==> config.mk <==
export PLATFORM = sky130hd
export DESIGN_NAME = grab_trig_ctrl
export DESIGN_NICKNAME = d
export VERILOG_FILES = /design/src/rtl/grab_trig_ctrl.sv
export SDC_FILE = /design/constraint.sdc
export NUM_CORES = 1
export LEC_CHECK = 0
export ABC_AREA = 1
export CAP_MARGIN = 20
export CORE_ASPECT_RATIO = 0.6
export CORE_MARGIN = 4
export CORE_UTILIZATION = 59
export CTS_CLUSTER_SIZE = 8
export DETAILED_ROUTE_END_ITERATION = 6
export GPL_ROUTABILITY_DRIVEN = 0
export PLACE_DENSITY_LB_ADDON = 0.2
export SLEW_MARGIN = 30
export SYNTH_ARGS = -nofsm -noshare
export SYNTH_HDL_FRONTEND = slang
export SYNTH_SLANG_ARGS = --single-unit
export TNS_END_PERCENT = 10
==> constraint.sdc <==
create_clock -name sys_clk -period 4.6 [get_ports sys_clk]
set_input_delay 0.92 -clock sys_clk [delete_from_list [all_inputs] [get_ports sys_clk]]
set_output_delay 0.92 -clock sys_clk [all_outputs]
set_load 0.03 [all_outputs]
==> src/rtl/grab_trig_ctrl.sv <==
// rtl/grab_trig_ctrl.sv - grab-trigger front end: source select, sync, glitch filter, delay, req/ack
//
// Ports:
//   sys_clk, sys_reset          clock, synchronous active-high reset
//   cfg_*                       configuration, latched when the block is enabled
//   hw_trig_in                  asynchronous hardware trigger pins
//   sw_trig, sfnc_trig          single-cycle trigger pulses
//   grab_ack                    sequencer acknowledge for grab_req
//   missed_clr                  clears trig_missed_cnt
//   grab_req                    grab request, held until grab_ack
//   trig_event                  one-cycle pulse per accepted trigger
//   trig_armed                  high while waiting for a trigger
//   trig_missed_cnt             saturating count of triggers lost while busy
module grab_trig_ctrl #(
   parameter int NB_HW_TRIG = 4,
   parameter int FILT_W     = 8,
   parameter int DLY_W      = 16,
   parameter int CNT_W      = 16,
   localparam int SEL_W     = (NB_HW_TRIG > 1) ? $clog2(NB_HW_TRIG) : 1
) (
   input  logic                  sys_clk,
   input  logic                  sys_reset,
   input  logic                  cfg_enable,
   input  logic [2:0]            cfg_source,
   input  logic [2:0]            cfg_activation,
   input  logic [SEL_W-1:0]      cfg_hw_sel,
   input  logic [FILT_W-1:0]     cfg_filter,
   input  logic [DLY_W-1:0]      cfg_delay,
   input  logic [NB_HW_TRIG-1:0] hw_trig_in,
   input  logic                  sw_trig,
   input  logic                  sfnc_trig,
   input  logic                  grab_ack,
   input  logic                  missed_clr,
   output logic                  grab_req,
   output logic                  trig_event,
   output logic                  trig_armed,
   output logic [CNT_W-1:0]      trig_missed_cnt
);

   localparam logic [2:0] SRC_IMM  = 3'd1;
   localparam logic [2:0] SRC_HW   = 3'd2;
   localparam logic [2:0] SRC_SW   = 3'd3;
   localparam logic [2:0] SRC_SFNC = 3'd4;

   localparam logic [2:0] ACT_RISE = 3'd0;
   localparam logic [2:0] ACT_FALL = 3'd1;
   localparam logic [2:0] ACT_ANY  = 3'd2;
   localparam logic [2:0] ACT_LVLH = 3'd3;
   localparam logic [2:0] ACT_LVLL = 3'd4;

   typedef enum logic [1:0] {
      ST_DISABLED = 2'd0,
      ST_ARMED    = 2'd1,
      ST_DELAY    = 2'd2,
      ST_REQ      = 2'd3
   } state_t;

   state_t            state_q;
   logic [2:0]        src_q;
   logic [2:0]        act_q;
   logic [SEL_W-1:0]  sel_q;
   logic [FILT_W-1:0] filt_len_q;
   logic [DLY_W-1:0]  dly_q;
   logic [DLY_W-1:0]  dcnt_q;
   logic              grab_req_q;
   logic              armed_q;

   logic              sync1_q, sync2_q;
   logic              filt_q, filt_prev_q;
   logic [FILT_W-1:0] fcnt_q;
   logic [CNT_W-1:0]  miss_q;

   logic pin_sel, rise, fall;
   logic edge_evt, level_evt, any_evt, miss_inc;

   // Out-of-range selects (non power-of-two pin counts) read as a quiet pin.
   assign pin_sel = (int'(sel_q) < NB_HW_TRIG) ? hw_trig_in[sel_q] : 1'b0;

   // Synchronizer and glitch filter: filt_q only follows sync2_q after it has
   // disagreed for filt_len_q+1 consecutive cycles; any agreement restarts the count.
   always_ff @(posedge sys_clk) begin
      if (sys_reset) begin
         sync1_q     <= 1'b0;
         sync2_q     <= 1'b0;
         filt_q      <= 1'b0;
         filt_prev_q <= 1'b0;
         fcnt_q      <= '0;
      end else begin
         sync1_q     <= pin_sel;
         sync2_q     <= sync1_q;
         filt_prev_q <= filt_q;
         if (sync2_q != filt_q) begin
            if (fcnt_q == filt_len_q) begin
               filt_q <= sync2_q;
               fcnt_q <= '0;
            end else begin
               fcnt_q <= fcnt_q + FILT_W'(1);
            end
         end else begin
            fcnt_q <= '0;
         end
      end
   end

   assign rise = filt_q & ~filt_prev_q;
   assign fall = ~filt_q & filt_prev_q;

   // Edge-type events can be missed; level and IMMEDIATE conditions are
   // continuous and are never counted as missed.
   always_comb begin
      edge_evt  = 1'b0;
      level_evt = 1'b0;
      case (src_q)
         SRC_IMM:  level_evt = 1'b1;
         SRC_HW: begin
            case (act_q)
               ACT_RISE: edge_evt  = rise;
               ACT_FALL: edge_evt  = fall;
               ACT_ANY:  edge_evt  = rise | fall;
               ACT_LVLH: level_evt = filt_q;
               ACT_LVLL: level_evt = ~filt_q;
               default:  ;
            endcase
         end
         SRC_SW:   edge_evt = sw_trig;
         SRC_SFNC: edge_evt = sfnc_trig;
         default:  ;
      endcase
   end

   assign any_evt    = edge_evt | level_evt;
   assign trig_event = (state_q == ST_ARMED) && cfg_enable && any_evt;
   assign miss_inc   = ((state_q == ST_DELAY) || (state_q == ST_REQ)) && edge_evt;

   always_ff @(posedge sys_clk) begin
      if (sys_reset) begin
         state_q    <= ST_DISABLED;
         src_q      <= '0;
         act_q      <= '0;
         sel_q      <= '0;
         filt_len_q <= '0;
         dly_q      <= '0;
         dcnt_q     <= '0;
         grab_req_q <= 1'b0;
         armed_q    <= 1'b0;
      end else begin
         case (state_q)
            ST_DISABLED: begin
               if (cfg_enable) begin
                  src_q      <= cfg_source;
                  act_q      <= cfg_activation;
                  sel_q      <= cfg_hw_sel;
                  filt_len_q <= cfg_filter;
                  dly_q      <= cfg_delay;
                  state_q    <= ST_ARMED;
                  armed_q    <= 1'b1;
               end
            end
            ST_ARMED: begin
               if (!cfg_enable) begin
                  state_q <= ST_DISABLED;
                  armed_q <= 1'b0;
               end else if (any_evt) begin
                  armed_q <= 1'b0;
                  if (dly_q == '0) begin
                     state_q    <= ST_REQ;
                     grab_req_q <= 1'b1;
                  end else begin
                     state_q <= ST_DELAY;
                     dcnt_q  <= dly_q - DLY_W'(1);
                  end
               end
            end
            ST_DELAY: begin
               if (!cfg_enable) begin
                  state_q <= ST_DISABLED;
               end else if (dcnt_q == '0) begin
                  state_q    <= ST_REQ;
                  grab_req_q <= 1'b1;
               end else begin
                  dcnt_q <= dcnt_q - DLY_W'(1);
               end
            end
            ST_REQ: begin
               // The handshake always completes, even if disabled meanwhile.
               if (grab_ack) begin
                  grab_req_q <= 1'b0;
                  if (cfg_enable) begin
                     state_q <= ST_ARMED;
                     armed_q <= 1'b1;
                  end else begin
                     state_q <= ST_DISABLED;
                  end
               end
            end
            default: state_q <= ST_DISABLED;
         endcase
      end
   end

   always_ff @(posedge sys_clk) begin
      if (sys_reset || missed_clr) begin
         miss_q <= '0;
      end else if (miss_inc && (miss_q != '1)) begin
         miss_q <= miss_q + CNT_W'(1);
      end
   end

   assign grab_req        = grab_req_q;
   assign trig_armed      = armed_q;
   assign trig_missed_cnt = miss_q;

endmodule

==> impl_metrics.toml <==
[worst_setup_path]
cp_cell_sequence = "clkdlybuf4s50_1, nand3_1, nand2_1, inv_1, nand2_1, nand2_1, nand2_1, nand2_1, nor2_1, clkdlybuf4s50_1"
endpoint_kind = "output port"
reg2reg_to = "dcnt_q[12]"
critPathKind = "input pin to output port"
crit_arrival_ps = 2750
crit_top_cell = "nand2_1"
reg2reg_setup_slack_ps = 2000
worstPathRequired_ps = 3680
cp_top_family = "buffers and inverters"
critPathMaxStageDelay_ps = 700
cpMaxStageDelayCell = "clkdlybuf4s50_1"
r2r_cells = 11
path_buf_inv = 3
path_max_fanout = 4
reg2reg_from = "state_q[1]"
start_kind = "input pin"

[timing]
timing_hold_violations_final = 0
setup_violations = 0
rsz0062_at_grt = "no"
whs_ps = 409.5
slew_headroom_pct = 40.71
period_share_pct = 79.77
tightestPinTransition_ps = 888.1
max_freq_mhz = 272.5
drv_slew = 0
tns_ps = 0
period_minus_slack_ps = 3669
fin_skew_ps = 6.519

[final_layout]
final_nets = 803
antenna_cells = 0
utilization_pct = 74.08
syn_to_final_growth_pct = 21.17
final_common_cell = "nand2_1"
final_cell_mix = "nand2_1 (181), inv_1 (84), nor2_1 (84)"
fillCellCount = 618
drive_gt1_share_pct = 5.665

[placed_design]
dpl.hpwl_um = 8349
port-buffer-count = 61

[die]
die_width_um = 120.5
fp.dieH_um = 75.49
rows = 24
coreArea_mm2 = 0.007327
start_util_pct = 61.13
die-area_mm2 = 0.009095
io_pins = 62

[synth]
yosysWarnings = 0
synth_top_area_cell = "dfxtp_1"
synth_area_mm2 = 0.004479
synth_top_family_by_area = "simple AND/OR/NAND/NOR gates"
synthXorXnorAreaFrac_pct = 3.911
synthAdderAreaFrac_pct = 1.397
synth-edff-count = 0
synthSimpleGateAreaFrac_pct = 34.92
async_flop_share_pct = 0
synth_compound_area_share_pct = 13.69
synth.area.mux_share_pct = 0
ys_ff_latch = 80
postSynthAreaPerCell_um2 = 6.381
synth-seq-area-share_pct = 35.75
ys_types = 31
synth_nets = 750
syn_inst = 702
synth_area_leaders = "dfxtp_1 (36%), nand2_1 (15%), inv_1 (7.0%)"
synth_ff_type = "dfxtp_1"
synth_top_area_share_pct = 35.75

[global_route]
grtUsageTotal_pct = 25.93
grt_pass1_vias = 4199
grt.overflow.total = 0
antenna_found_initial = 0
grt_pass1_wl_um = 19030
grt_max_degree = 63

[run_status]
status = "completed"

[drt]
num_vias = 4710
viasPerCell = 5.458
wl_per_cell_um = 13.50
antenna_left = 0
drtIter0Drc = 431
route.detailed.drc = 0
wl_um = 11650
first_pass_iters = 5

[worst_hold_path]
min_path_cells = 2
hold_path.class = "flip-flop to flip-flop"
whs_endpoint = "sync2_q"
hp-start = "sync1_q"

[run]
maxCapViolations = 0

[cts]
cts_buffers = 9
htreeDepth = 3
cts_tree = "built"
cts_setup_buffers = 0
hold_buffers = 0
clkTransAtPathRegs_ps = 60
clk_latency_ps = 340
root_buffer = "clkbuf_16"
clock_path_buffers = 2
post_cts_resized = 0
clkSinkCount = 80

[power]
internal-power_w = 0.001585
switching_share_pct = 37.92
max-vdd-ir-drop_v = 0.0002565
power.density_mw_per_mm2 = 470.4
power_w = 0.002553
p_leak_nw = 2.270
power_frac_seq_pct = 34.7
switchingPower_w = 0.0009683
combPwrFrac_pct = 36.1
p_clk_share_pct = 29.1
==> how the worst max path moves through the flow <==
stage,to,start,slack [ps],depth (start not counted)
after floorplan,trig_event,sw_trig,1930,8
after global placement,trig_event,sw_trig,1000,10
after CTS,trig_event,sw_trig,970,10
after detailed placement,trig_event,sw_trig,970,10
after global routing,trig_event,sw_trig,890,10
final,trig_event,sw_trig,930,10
==> cells by family (layout without fill, tap and decap cells) <==
logic type | after synthesis | after routing
adders and majority gates | 5 | 5
and+or+nand+nor | 363 | 363
buffers and inverters | 114 | 171
DFF | 80 | 80
xor gates and xnor gates | 20 | 20
AOI/OAI and AO/OA | 120 | 120
==> final cells by class <==
cell class | instances | area [um2] | share of cell area (%)
Multi-Input combinational cell | 508 | 2415 | 44.49
Sequential cell | 80 | 1602 | 29.51
Timing Repair Buffer | 64 | 633.1 | 11.66
Inverter | 92 | 345.3 | 6.362
Clock buffer | 11 | 232.7 | 4.288
Tap cell | 104 | 130.1 | 2.397
Clock inverter | 4 | 70.07 | 1.291
==> through the flow <==
step,std cells,setup WS [ps],cell area [um2]
after floorplan,702,1931,4479
after global placement,848,996.2,5125
after detailed placement,848,972.5,5125
after CTS,863,968.5,5428
after global routing,863,885.4,5428
final,863,930.7,5428
==> cells in the mapped netlist (2+ instances only) <==
library cell    n
xor2_1         14
nand2_2         6
inv_1          84
buf_2           4
nor2_2          4
xnor2_1         6
nand2_1       181
dfxtp_1        80
nand3b_1        3
nor2_4          2
o21ai_1        10
buf_4           3
clkbuf_1       13
o21ai_0        44
nor2_1         84
o21ai_2         3
nand4_1        20
nor3_1         10
a21oi_1        62
inv_2           8
ha_1            5
nand3_1        47
==> worst min-delay path: stages (launching register included) <==
cell and delay (ps):
dfxtp_1 300, inv_1 40, nor2_1 40
==> sequential cells by signal, summed over array words and instances (netlist names), 2 cells and up <==
| name | count |
|---|---|
| filt_len_q | 8 |
| src_q | 3 |
| dcnt_q | 16 |
| state_q | 2 |
| act_q | 3 |
| dly_q | 16 |
| sel_q | 2 |
| trig_missed_cnt | 16 |
| fcnt_q | 8 |
==> power by group through the flow <==
stage	clock (W)	sequential, W	combinational, W
after floorplan	0	0.000884	0.000692
after global placement	0	0.000891	0.000861
after detailed placement	0	0.000899	0.000890
after CTS	0.000754	0.000885	0.000899
after global routing	0.000780	0.000900	0.00103
final	0.000744	0.000887	0.000922
==> per-layer routing <==
layer  vias up  share of wire, %  GRT usage [%]
met3        22               7.4          6.083
met4         0               1.7          10.43
met5         -                 0              0
met2       190                44          42.73
li1       2352                 -              -
met1      2146                47          33.64
Power figures use the tool's default switching activity.
